[src/rtl/if_id_queue_if.sv]
// Fetch-to-decode handshake bundle: IF pushes {pc, inst}, ID pops the head.
// The queue takes the slave side; the surrounding pipeline (or a bench) takes master.
interface if_id_queue_if #(
    parameter int XLEN = 32
);
    logic            in_valid;
    logic [XLEN-1:0] in_pc;
    logic [XLEN-1:0] in_inst;
    logic            in_ready;
    logic            out_valid;
    logic [XLEN-1:0] out_pc;
    logic [XLEN-1:0] out_inst;
    logic            out_ready;

    modport master (
        output in_valid, in_pc, in_inst, out_ready,
        input  in_ready, out_valid, out_pc, out_inst
    );

    modport slave (
        input  in_valid, in_pc, in_inst, out_ready,
        output in_ready, out_valid, out_pc, out_inst
    );
endinterface

[src/rtl/if_id_queue.sv]
// IF/ID decoupling queue: circular buffer of {pc, inst} with flush, global
// freeze (rdy) and a bubble instruction presented whenever the queue is empty.
module if_id_queue #(
    parameter int              XLEN        = 32,
    parameter int              DEPTH       = 4,
    parameter logic [XLEN-1:0] BUBBLE_INST = '0
) (
    input  logic                       clk,
    input  logic                       rst,
    input  logic                       rdy,
    input  logic                       flush_i,
    if_id_queue_if.slave               q,
    output logic [$clog2(DEPTH+1)-1:0] count
);
    localparam int PW = $clog2(DEPTH);
    localparam int CW = $clog2(DEPTH+1);
    localparam logic [CW-1:0] FULL = CW'(DEPTH);

    generate
        if (DEPTH < 2 || (DEPTH & (DEPTH - 1)) != 0) begin : g_bad_depth
            $error("if_id_queue: DEPTH must be a power of two and at least 2");
        end
    endgenerate

    logic [XLEN-1:0] pc_mem   [DEPTH];
    logic [XLEN-1:0] inst_mem [DEPTH];
    logic [PW-1:0]   rd_ptr;
    logic [PW-1:0]   wr_ptr;
    logic            push;
    logic            pop;

    always_comb begin
        q.in_ready  = (count < FULL);
        q.out_valid = (count != '0);
        push        = q.in_valid  && q.in_ready  && rdy && !flush_i;
        pop         = q.out_valid && q.out_ready && rdy && !flush_i;
        // Storage is never reset, so an empty queue must mask the stale head.
        q.out_pc    = q.out_valid ? pc_mem[rd_ptr]   : '0;
        q.out_inst  = q.out_valid ? inst_mem[rd_ptr] : BUBBLE_INST;
    end

    always_ff @(posedge clk) begin
        if (push) begin
            pc_mem[wr_ptr]   <= q.in_pc;
            inst_mem[wr_ptr] <= q.in_inst;
        end
    end

    // Power-of-two depth lets the pointers wrap by plain overflow.
    always_ff @(posedge clk) begin
        if (rst) begin
            rd_ptr <= '0;
            wr_ptr <= '0;
            count  <= '0;
        end else if (rdy) begin
            if (flush_i) begin
                rd_ptr <= '0;
                wr_ptr <= '0;
                count  <= '0;
            end else begin
                if (push) wr_ptr <= wr_ptr + 1'b1;
                if (pop)  rd_ptr <= rd_ptr + 1'b1;
                case ({push, pop})
                    2'b10:   count <= count + 1'b1;
                    2'b01:   count <= count - 1'b1;
                    default: count <= count;
                endcase
            end
        end
    end
endmodule
[src/flat_wrapper.sv]
// flat-port wrapper written by rule: the top's interface ports become plain ports
module if_id_queue_flat 
#(
    parameter int              XLEN        = 32,
    parameter int              DEPTH       = 4,
    parameter logic [XLEN-1:0] BUBBLE_INST = '0
)
  (clk, rst, rdy, flush_i, count, q_in_valid, q_in_pc, q_in_inst, q_out_ready, q_in_ready, q_out_valid, q_out_pc, q_out_inst);
  if_id_queue_if #(.XLEN(XLEN)) q_i ();
  input  logic clk;
  input  logic rst;
  input  logic rdy;
  input  logic flush_i;
  output logic [$clog2(DEPTH+1)-1:0] count;
  input wire logic [$bits(q_i.in_valid)-1:0] q_in_valid;
  input wire logic [$bits(q_i.in_pc)-1:0] q_in_pc;
  input wire logic [$bits(q_i.in_inst)-1:0] q_in_inst;
  input wire logic [$bits(q_i.out_ready)-1:0] q_out_ready;
  output wire logic [$bits(q_i.in_ready)-1:0] q_in_ready;
  output wire logic [$bits(q_i.out_valid)-1:0] q_out_valid;
  output wire logic [$bits(q_i.out_pc)-1:0] q_out_pc;
  output wire logic [$bits(q_i.out_inst)-1:0] q_out_inst;
  assign q_i.in_valid = q_in_valid;
  assign q_i.in_pc = q_in_pc;
  assign q_i.in_inst = q_in_inst;
  assign q_i.out_ready = q_out_ready;
  assign q_in_ready = q_i.in_ready;
  assign q_out_valid = q_i.out_valid;
  assign q_out_pc = q_i.out_pc;
  assign q_out_inst = q_i.out_inst;
  if_id_queue #(.XLEN(XLEN), .DEPTH(DEPTH), .BUBBLE_INST(BUBBLE_INST)) u_core (.clk(clk), .rst(rst), .rdy(rdy), .flush_i(flush_i), .q(q_i), .count(count));
endmodule
[config.mk]
export PLATFORM = sky130hd
export DESIGN_NAME = if_id_queue_flat
export DESIGN_NICKNAME = d
export VERILOG_FILES = /design/src/rtl/if_id_queue_if.sv /design/src/rtl/if_id_queue.sv /design/src/flat_wrapper.sv
export SDC_FILE = /design/constraint.sdc
export NUM_CORES = 1
export LEC_CHECK = 0
export BUFFER_PORTS_ARGS = -buffer_cell sky130_fd_sc_hd__clkbuf_2
export CORE_UTILIZATION = 30
export CTS_CLUSTER_SIZE = 25
export DETAILED_ROUTE_END_ITERATION = 6
export RECOVER_POWER = 50
export SLEW_MARGIN = 20
export SYNTH_ARGS = -nofsm -noshare
export SYNTH_HDL_FRONTEND = slang
export SYNTH_SLANG_ARGS = --single-unit
[constraint.sdc]
create_clock -name clk -period 3.32 [get_ports clk]
set_input_delay 0.498 -clock clk [delete_from_list [all_inputs] [get_ports clk]]
set_output_delay 0.498 -clock clk [all_outputs]
set_load 0.01 [all_outputs]
# After elaboration in Yosys (flattened, before gate mapping)
# Memories as Yosys holds them, arrays and structs flattened. A register that Yosys moved wholly into a read port is not among the register bits.
# Index checks and enable logic that the tools add are counted.
# op_classes
add_sub_neg	4
magnitude_cmp	1
eq_ne	2
muxes	14
n_reduce_logical	14
# ops
operator	count
two-way mux 32 bit	2
two-way mux 2 bit	8
logical AND 1 bit	6
one-hot mux 3 bit (2 select lines)	1
AND reduction 2 bit	3
nonzero test 3 bit	2
adder 2 x 1 -> 2 bit, second input constant	2
nonzero test 2 bit	2
adder 3 x 1 -> 3 bit, second input constant	1
< comparator 3 bit, second input constant	1
two-way mux 3 bit	1
subtractor 3 x 1 -> 3 bit, second input constant	1
equality test 2 x 1 -> 1 bit, second input constant	1
equality test 2 bit, second input constant	1
two-way mux 1 bit	2
zero test 1 bit	1
# word_totals
register_bits	7
ram_bits	256
in_bits	70
out_inout_bits	69
wordCells	40
mem_count	2
# mem_list
name	depth	width	rd	rd_ports_with_merged_regs	write_ports	line	source
u_core.inst_mem	4	32	1	1	1	if_id_queue.sv:26	logic [XLEN-1:0] inst_mem [DEPTH];
u_core.pc_mem	4	32	1	1	1	if_id_queue.sv:25	logic [XLEN-1:0] pc_mem [DEPTH];

# Logic depth before layout (Yosys ltp)
# Gate-level depths: netlist (run 1).
# depth
ltp_word	8
ltp_mapped	9
ltp_nobuf	8

# Worst setup path after synthesis (run 1)
# No wires, ideal clock.
# synth_timing
path_type	input-to-reg
startpoint	in rdy
endpoint	mem u_core.inst_mem[0][0], enable pin
setup_time_ns	0.429
arrival_ns	2.655
required_ns	2.891
path_slack_ns	0.236
path_stages	3
n_path_buf	1
cell_sequence	clkbuf_1 nor2b_1 and3_1
# synth_between
elab_chain_cells	4
# synth_lines
element	line	source
start, declared	flat_wrapper.sv:12	input logic rdy;
logical AND 1 bit (2 in series)	if_id_queue.sv:35	push = q.in_valid && q.in_ready && rdy && !flush_i;
two-way mux 1 bit	if_id_queue.sv:43	if (push) begin
two-way mux 1 bit (not written as such)	if_id_queue.sv:45	inst_mem[wr_ptr] <= q.in_inst;
end, declared	if_id_queue.sv:26	
# Every way passes these cells.

==> impl_metrics.csv, run 1 <==
group,metric,value,unit
clock_network,cts_tree,"built",
floorplan,rows,67,
critical_path,crit_fanout,33,
floorplan,core_region_area,33500,um2
yosys,synth_flop_cell,"edfxtp_1",
sta,fmax,350,MHz
finish,syn2layout_area_growth,21.3,%
route,vias,4964,
power_and_ir_drop,power.leakage,4.00,nW
sta,tns,0,ps
sta,relSlewSlack,20.8,%
yosys,synth_cell_types,38,
min_path,hold_path_depth,1,
floorplan,dieArea,34900,um2
route,first_iter_violations,248,
floorplan,die_w,187,um
clock_network,holdBufCountCts,0,
yosys,yosys_warnings,0,
yosys,synth_seq_area_share,76.9,%
yosys,yosysTopAreaCellShare,75.1,%
sta,hold_ws,222,ps
place,gp_congestion,0.718,
critical_path,start_kind,"register",
sta,setup_slack,462,ps
status,status,"complete, no violations",
clock_network,clock_latency,530,ps
place,place_ws,912,ps
clock_network,clk_pin_slew,60,ps
grt,antenna_found_initial,0,
critical_path,rr_worst_depth,3,
sta,min_period,2860,ps
grt,grt_pass1_wl,30.8,mm
sta,fin_worst_skew,9.16,ps
yosys,yosys-mux-area-fraction,14.1,%
critical_path,critPathSlowestCell,"dfxtp_4",
yosys,synthAdderAreaFrac,0.611,%
sta,fin_crit_sh,86.1,%
place,dp.cells,1051,
sta,rsz0062_at_grt,"false",
yosys,yosys-top-cells-area,"edfxtp_1 75%, mux4_2 14%, and2_1 3.9%, dfxtp_1 1.8%, ha_1 0.61%",
clock_network,cts_made_buffers,29,
yosys,syn_inst,475,
sta,final-setup-viol-count,0,
yosys,synth_top_family_by_area,"multiplexers",
critical_path,arrival,2360,ps
critical_path,path_buf_inv,2,
sta,worst_pin_slew,1190,ps
critical_path,critical_path_depth,4,
critical_path,crit_chain,"buf_12, mux4_2, and2_1, clkbuf_2",
power_and_ir_drop,p_per_area,572,nW/um2
sta,finalHoldViolations,0,
critical_path,crit_family,"flip-flops",
clock_network,cts_buffer_depth,3,
yosys,synthXorXnorAreaFrac,0.0856,%
critical_path,cp-end-kind,"primary output",
finish,regArea,7880,um2
route,wirelength,20.0,mm
route,viasPerCell,4.50,
floorplan,io_pins,139,
floorplan,start_util,30.5,%
route,drc,0,
run,drv_cap,0,
sta,drv_slew,0,
route,dr.pass1.iters,4,
yosys,async_flop_share,0,%
clock_network,cts_setup_buffers,0,
yosys,yosys.area.top_type,"edfxtp_1",
clock_network,htreeDepth,1,
finish,final-instance-count-excl-fill,1103,
grt,grt_pass1_vias,5254,
yosys,synth-edff-count,256,
grt,grt_overflow_total,0,
floorplan,die_h,187,um
finish,fill_cells,3116,
place,port_buffers,138,
yosys,syn_area_per_cell,21.5,um2
yosys,synthSimpleGateAreaFrac,5.54,%
yosys,synth_nets,550,
clock_network,clock_tree.root_cell,"clkbuf_16",
min_path,hold_path.class,"in2reg",
critical_path,cp_slowest_stage_delay,580,ps
clock_network,clkSinkCount,265,
route,antenna_left,0,
power_and_ir_drop,ir_drop,0.000343,V
critical_path,critPathKind,"reg2out",
place,dp_hpwl,12.5,mm
grt,grt_max_degree,40,
finish,antenna_cells,0,
finish,fin_nets,709,
yosys,syn-cell-area,10200,um2
yosys,ys_ff_latch,265,
grt,grt.total_usage,11.5,%
finish,multi_input_area,2230,um2
yosys,synth_compound_area_share,1.58,%
route,wl_per_cell,18.2,um
finish,drive_gt1_share,30.7,%
critical_path,required,2820,ps
clock_network,cts_resized,0,
-- path summary, 6_finish.rpt --
check                                       from                     to  slack [ps]
worst max-delay path                    register          q_out_inst[5]         460
worst min-delay path                q_in_inst[1]  u_core.inst_mem[0][1]         220
worst max register to register   u_core.count[2]   u_core.pc_mem[0][22]         690
worst min register to register  u_core.rd_ptr[1]               register         510
-- routing by layer --
| layer | GRT usage [%] | share of wire (%) | vias up |
|---|---|---|---|
| met2 | 18.8 | 48 | 121 |
| met3 | 2.93 | 5.7 | 34 |
| li1 | - | - | 2256 |
| met1 | 15.1 | 44 | 2553 |
| met5 | 0 | 0 | - |
| met4 | 2.99 | 2.4 | 0 |
-- sequential cells by signal, summed over array words and instances (netlist names), named ones only --
name	cells
u_core.wr_ptr	2
u_core.count	3
u_core.inst_mem	128
u_core.rd_ptr	2
u_core.pc_mem	128
-- cells in the mapped netlist (2+ instances only) --
cell      number
ha_1           5
dfxtp_1        9
nor3_1         4
nor2_1         5
nand3_1        2
edfxtp_1     256
nand2b_1       5
buf_2          7
mux4_2        64
inv_1          5
and2_1        64
clkbuf_1      14
o21ai_0        2
buf_1          2
and3_1         4
nor2b_1        2
a21oi_1        4
-- metrics by stage --
stage / util [%] / power, W / cell area [um2]
after floorplan: - / 0.00390 / 10200
after global placement: 34.6 / 0.00404 / 11600
after detailed placement: 34.6 / 0.00405 / 11600
after CTS: 37.4 / 0.00722 / 12500
after global routing: 37.0 / 0.00736 / 12400
final: 37.0 / 0.00711 / 12400
-- cell families after synthesis --
family                     count (synthesis)
DFF                                      265
xor gates and xnor gates                   1
muxes                                     64
adders and majority gates                  5
buffers and inverters                     29
and+or+nand+nor                           92
AOI/OAI and AO/OA                         19
-- where the power goes --
group / switching (W) / internal (W) / total [W] / leakage (nW)
Clock: 0.00125 / 0.00189 / 0.00315 / 0.458
Combinational: 0.000151 / 0.000101 / 0.000251 / 1.15
Sequential: 0.0000104 / 0.00370 / 0.00371 / 2.39
-- layout make-up --
type                       instances  area share [%]
sequential                       265            63.4
multi-input combinational        181            18.0
timing repair buffer             152            6.35
clock buffer                      30            5.88
tap                              448            4.52
clock inverter                    22            1.71
inverter                           5           0.151
-- layout by cell type, fill, tap and decap left out, types with 2 or more instances in the layout --
cell and n:
edfxtp_1 256, clkbuf_2 72, clkbuf_1 67, mux4_2 64
and2_1 64, clkbuf_16 29, buf_4 8, clkinv_1 7
clkinv_2 7, dfxtp_1 7, buf_12 6, nand2b_1 5
inv_1 5, nor2_1 5, ha_1 5, nor3_1 4
a21oi_1 4, bufinv_16 4, and3_1 3, clkinvlp_4 3
nor2b_1 2, nand3_1 2, o21ai_0 2, dfxtp_4 2
No activity file was read; power rests on OpenSTA's default activity.
==> run 2: changes to the inputs <==
--- a/config.mk
+++ b/config.mk
@@ -5,7 +5,8 @@
 export SDC_FILE = /design/constraint.sdc
 export NUM_CORES = 1
 export LEC_CHECK = 0
-export BUFFER_PORTS_ARGS = -buffer_cell sky130_fd_sc_hd__clkbuf_2
+export ABC_CLOCK_PERIOD_IN_PS = 3320
+export BUFFER_PORTS_ARGS = -buffer_cell sky130_fd_sc_hd__buf_2
 export CORE_UTILIZATION = 30
 export CTS_CLUSTER_SIZE = 25
 export DETAILED_ROUTE_END_ITERATION = 6
==> run 2 against run 1 <==
  * Die area stayed put
  * Worst hold slack got worse by 15 ps
  * Worst setup slack gained 31 ps
  * Count of clock-buffer cells in the layout grew 1
  * Maximum frequency increased by 1.1%
  * First-iteration DRC count down 11%
  * Combinational power about the same
  * Critical endpoint is now q_out_inst[7]
==> impl_metrics.csv, run 2 (synthesis gave the netlist of run 1 again) <==
group,metric,value,unit
route,first_iter_violations,220,
floorplan,die_h,187,um
floorplan,io_pins,139,
clock_network,clock_latency,550,ps
sta,relSlewSlack,0.871,%
power_and_ir_drop,seq_power_share,50.7,%
sta,final-setup-viol-count,0,
critical_path,arrival,2330,ps
power_and_ir_drop,netSwitchingFraction,19.5,%
finish,reg.largest.list,"u_core.inst_mem: 128 flops, u_core.pc_mem: 128 flops, u_core.count: 3 flops",
clock_network,cts_buffer_depth,3,
route,vias,4985,
critical_path,cp-end-kind,"primary output",
grt,grt_overflow_total,0,
finish,fin_util,37.2,%
grt,grt_pass1_vias,5418,
floorplan,rows,67,
sta,fmax,354,MHz
route,viasPerCell,4.52,
power_and_ir_drop,power_switching,0.00143,W
sta,finalHoldViolations,0,
critical_path,reg2reg_to,"u_core.inst_mem[3][24]",
clock_network,clock_tree.root_cell,"clkbuf_16",
place,dp.cells,1052,
clock_network,cts_tree,"built",
place,gp_congestion,0.699,
floorplan,core_region_area,33500,um2
power_and_ir_drop,power.leakage,4.08,nW
finish,fin_nets,709,
critical_path,rrSetupSlack,640,ps
grt,antenna_found_initial,1,
finish,drive_gt1_share,30.9,%
critical_path,critPathKind,"reg2out",
critical_path,critical_path.endpoint,"q_out_inst[7]",
critical_path,regToRegStartpoint,"u_core.count[2]",
power_and_ir_drop,internal-power,0.00589,W
critical_path,start_kind,"register",
sta,worst_pin_slew,1490,ps
place,dp_hpwl,12.5,mm
power_and_ir_drop,pwr-share-comb,3.4,%
clock_network,cts_made_buffers,28,
floorplan,dieArea,34900,um2
grt,grt_max_degree,40,
route,antenna_left,0,
place,port_buffers,138,
power_and_ir_drop,ir_drop,0.000389,V
sta,hold_ws,207,ps
grt,grt_pass1_wl,31.9,mm
finish,antenna_cells,0,
clock_network,clkSinkCount,265,
sta,fin_crit_sh,85.1,%
critical_path,crit_fanout,39,
clock_network,cts_resized,0,
route,dr.pass1.iters,4,
finish,layout_common_cells,"256 x edfxtp_1, 72 x buf_2, 69 x clkbuf_1",
status,status,"complete, no violations",
finish,final-instance-count-excl-fill,1104,
route,wirelength,20.4,mm
sta,drv_slew,0,
route,drc,0,
finish,syn2layout_area_growth,22.0,%
floorplan,die_w,187,um
power_and_ir_drop,p_total,0.00732,W
clock_network,holdBufCountCts,0,
clock_network,clk_pin_slew,60,ps
route,wl_per_cell,18.5,um
clock_network,cts_setup_buffers,0,
clock_network,htreeDepth,1,
sta,rsz0062_at_grt,"false",
power_and_ir_drop,p_clk_share,45.9,%
floorplan,start_util,30.5,%
grt,grt.total_usage,11.9,%
min_path,hold_path.class,"in2reg",
power_and_ir_drop,p_per_area,586,nW/um2
sta,fin_worst_skew,4.31,ps
critical_path,rr_worst_depth,3,
sta,min_period,2830,ps
critical_path,required,2820,ps
sta,tns,0,ps
finish,final_common_cell,"edfxtp_1",
run,drv_cap,0,
==> run 2: cell types whose count changed in the layout (fill, tap and decap cells not counted), sizes merged <==
cell / before / now
bufinv: 4 / 7
clkbuf: 168 / 97
clkinv: 15 / 10
buf: 14 / 87
clkinvlp: 3 / 4
==> run 2: layout make-up <==
class	instances	area, um2
fillers	3135	21000
clock inverters	21	297
flip-flops and latches	265	7880
multi-input cells	181	2230
clock buffers	31	712
inverters	5	18.8
repair buffers	153	796
well taps	448	561
==> run 2: power by group through the flow <==
stage,clock [W],sequential [W],combinational (W)
floorplan,0,0.00378,0.000122
global placement,0,0.00378,0.000264
detailed placement,0,0.00378,0.000271
CTS,0.00345,0.00371,0.000272
global route,0.00357,0.00371,0.000280
finish,0.00336,0.00371,0.000250
==> run 2: worst min path at each step <==
stage                                start                     to  slack (ps)  cells after the start
after floorplan           u_core.rd_ptr[1]               register         470                      2
after global placement    u_core.rd_ptr[1]               register         500                      2
after detailed placement  u_core.rd_ptr[1]               register         500                      2
after CTS                     q_in_inst[3]  u_core.inst_mem[2][3]         130                      1
after global routing           q_in_pc[23]   u_core.pc_mem[2][23]         190                      1
final                         q_in_inst[3]  u_core.inst_mem[2][3]         210                      1
==> run 2: per-layer routing <==
metal,up-vias,routed length [um],share of wire (%),track usage (%)
met5,-,16,0.079,0
met1,2570,8970,44,15.6
met2,123,9730,48,19.4
li1,2258,-,-,-
met4,2,376,1.8,2.74
met3,32,1280,6.3,3.42
==> run 2: per-stage QoR <==
stage               instance area [um2]  setup slack [ps]
floorplan                         10200               236
global placement                  11600               986
detailed placement                11600               928
CTS                               12600               426
global route                      12500               342
finish                            12500               494
==> run 2: critical path, cell delays in order, from the launching register on <==
cell and delay, ps:
dfxtp_4 500, buf_12 340, mux4_2 550, and2_1 200, buf_2 140
==> run 3: changes to the inputs <==
--- a/config.mk
+++ b/config.mk
@@ -7,9 +7,10 @@
 export LEC_CHECK = 0
 export ABC_CLOCK_PERIOD_IN_PS = 3320
 export BUFFER_PORTS_ARGS = -buffer_cell sky130_fd_sc_hd__buf_2
-export CORE_UTILIZATION = 30
+export CORE_UTILIZATION = 46
 export CTS_CLUSTER_SIZE = 25
 export DETAILED_ROUTE_END_ITERATION = 6
+export PLACE_DENSITY = 0.66
 export RECOVER_POWER = 50
 export SLEW_MARGIN = 20
 export SYNTH_ARGS = -nofsm -noshare
==> run 3 against run 2 <==
  * Wire length is 4.3% lower
  * Sequential share of layout area is 2.0 points higher
  * Core utilization is 18 points higher
  * Global-route usage is 5.8 points higher
  * Critical path depth stayed put
  * Worst hold slack better by 28 ps
  * First-iteration DRC count is 35% higher
  * Non-clock buffer count is 4 lower
  * Critical path type unchanged
  * Critical endpoint is now q_out_inst[17]
  * Largest cell class unchanged
  * Largest power group unchanged
==> impl_metrics.csv, run 3 (synthesis gave the netlist of run 1 again) <==
group,metric,value,unit
critical_path,crit_family,"flip-flops",
finish,finalInstanceArea,12100,um2
min_path,hold_path.class,"in2reg",
route,vias,5055,
floorplan,dieArea,22800,um2
clock_network,clock_latency,510,ps
power_and_ir_drop,p_per_area,569,nW/um2
sta,rsz0062_at_grt,"false",
sta,final-setup-viol-count,0,
finish,fin_nets,704,
finish,drive_gt1_share,30.2,%
route,antenna_left,0,
run,drv_cap,0,
critical_path,rrSetupSlack,960,ps
sta,tns,0,ps
finish,fill_cells,1724,
floorplan,die_h,151,um
power_and_ir_drop,power.leakage,4.01,nW
floorplan,rows,54,
clock_network,cts_made_buffers,27,
route,dr.pass1.iters,4,
place,dp.cells,880,
finish,syn2layout_area_growth,18.3,%
route,viasPerCell,5.45,
critical_path,cp-end-kind,"primary output",
place,dp_hpwl,11.9,mm
place,post_dp_cell_area,11400,um2
finish,final-instance-count-excl-fill,927,
grt,grt_overflow_total,0,
floorplan,io_pins,139,
floorplan,core_region_area,21800,um2
critical_path,cp_slowest_stage_delay,620,ps
critical_path,crit_fanout,36,
clock_network,cts_resized,0,
grt,grt_pass1_wl,29.6,mm
finish,reg.largest.list,"u_core.inst_mem: 128 flops, u_core.pc_mem: 128 flops, u_core.count: 3 flops",
clock_network,htreeDepth,1,
grt,grt_pass1_vias,5274,
critical_path,start_kind,"register",
power_and_ir_drop,ir_drop,0.000372,V
critical_path,crit_chain,"buf_12, mux4_2, and2_1, buf_2",
clock_network,holdBufCountCts,0,
sta,min_period,2870,ps
route,wl_per_cell,21.0,um
sta,worst_pin_slew,883,ps
grt,grt_max_degree,52,
sta,fin_crit_sh,86.5,%
critical_path,arrival,2370,ps
grt,grt.total_usage,17.7,%
critical_path,path_buf_inv,2,
sta,fmax,348,MHz
grt,antenna_found_initial,2,
clock_network,cts_buffer_depth,3,
place,gp_congestion,0.717,
finish,layout_common_cells,"256 x edfxtp_1, 74 x buf_2, 70 x clkbuf_1",
critical_path,critPathSlowestCell,"dfxtp_4",
finish,fin_util,55.5,%
floorplan,start_util,46.9,%
clock_network,cts_setup_buffers,0,
route,first_iter_violations,298,
clock_network,clock_tree.root_cell,"clkbuf_16",
sta,fin_worst_skew,4.70,ps
sta,drv_slew,0,
sta,relSlewSlack,41.1,%
sta,finalHoldViolations,0,
status,status,"complete, no violations",
critical_path,critPathKind,"reg2out",
route,wirelength,19.5,mm
place,port_buffers,138,
critical_path,required,2820,ps
clock_network,clk_pin_slew,60,ps
clock_network,cts_tree,"built",
clock_network,clkSinkCount,265,
floorplan,die_w,151,um
finish,final_common_cell,"edfxtp_1",
route,drc,0,
run 3: final timing paths:
path / startpoint / to / depth (start not counted)
max: register / q_out_inst[17] / 4
min: q_in_pc[10] / u_core.pc_mem[3][10] / 1
max reg2reg: u_core.count[2] / u_core.pc_mem[0][26] / 3
min reg2reg: u_core.rd_ptr[1] / register / 2
run 3: layout make-up:
type,instances,area (um2),share of cell area [%]
clock inverter,13,163,1.34
sequential,265,7880,65.0
inverter,5,18.8,0.155
timing repair buffer,149,768,6.34
multi-input combinational,181,2230,18.4
tap,280,350,2.89
antenna,1,2.50,0.0207
clock buffer,33,698,5.77
run 3: power breakdown:
| part | total (W) | internal, W | switching [W] |
|---|---|---|---|
| sequential | 0.00371 | 0.00370 | 0.0000109 |
| combinational | 0.000251 | 0.000102 | 0.000149 |
| clock | 0.00293 | 0.00179 | 0.00114 |
run 3: through the flow:
| step | hold WS (ps) | setup slack (ps) | power, W |
|---|---|---|---|
| floorplan | 472 | 236 | 0.00390 |
| global placement | 485 | 904 | 0.00404 |
| detailed placement | 501 | 843 | 0.00405 |
| CTS | 174 | 356 | 0.00698 |
| global route | 238 | 274 | 0.00712 |
| finish | 236 | 447 | 0.00689 |
run 3: per-layer routing:
metal	vias to the layer above	GRT usage, %	part of all wire, %
met4	2	4.25	1.9
met1	2626	22.7	42
met5	-	0	0.056
li1	2248	-	-
met3	30	4.37	6.4
met2	149	30.2	50
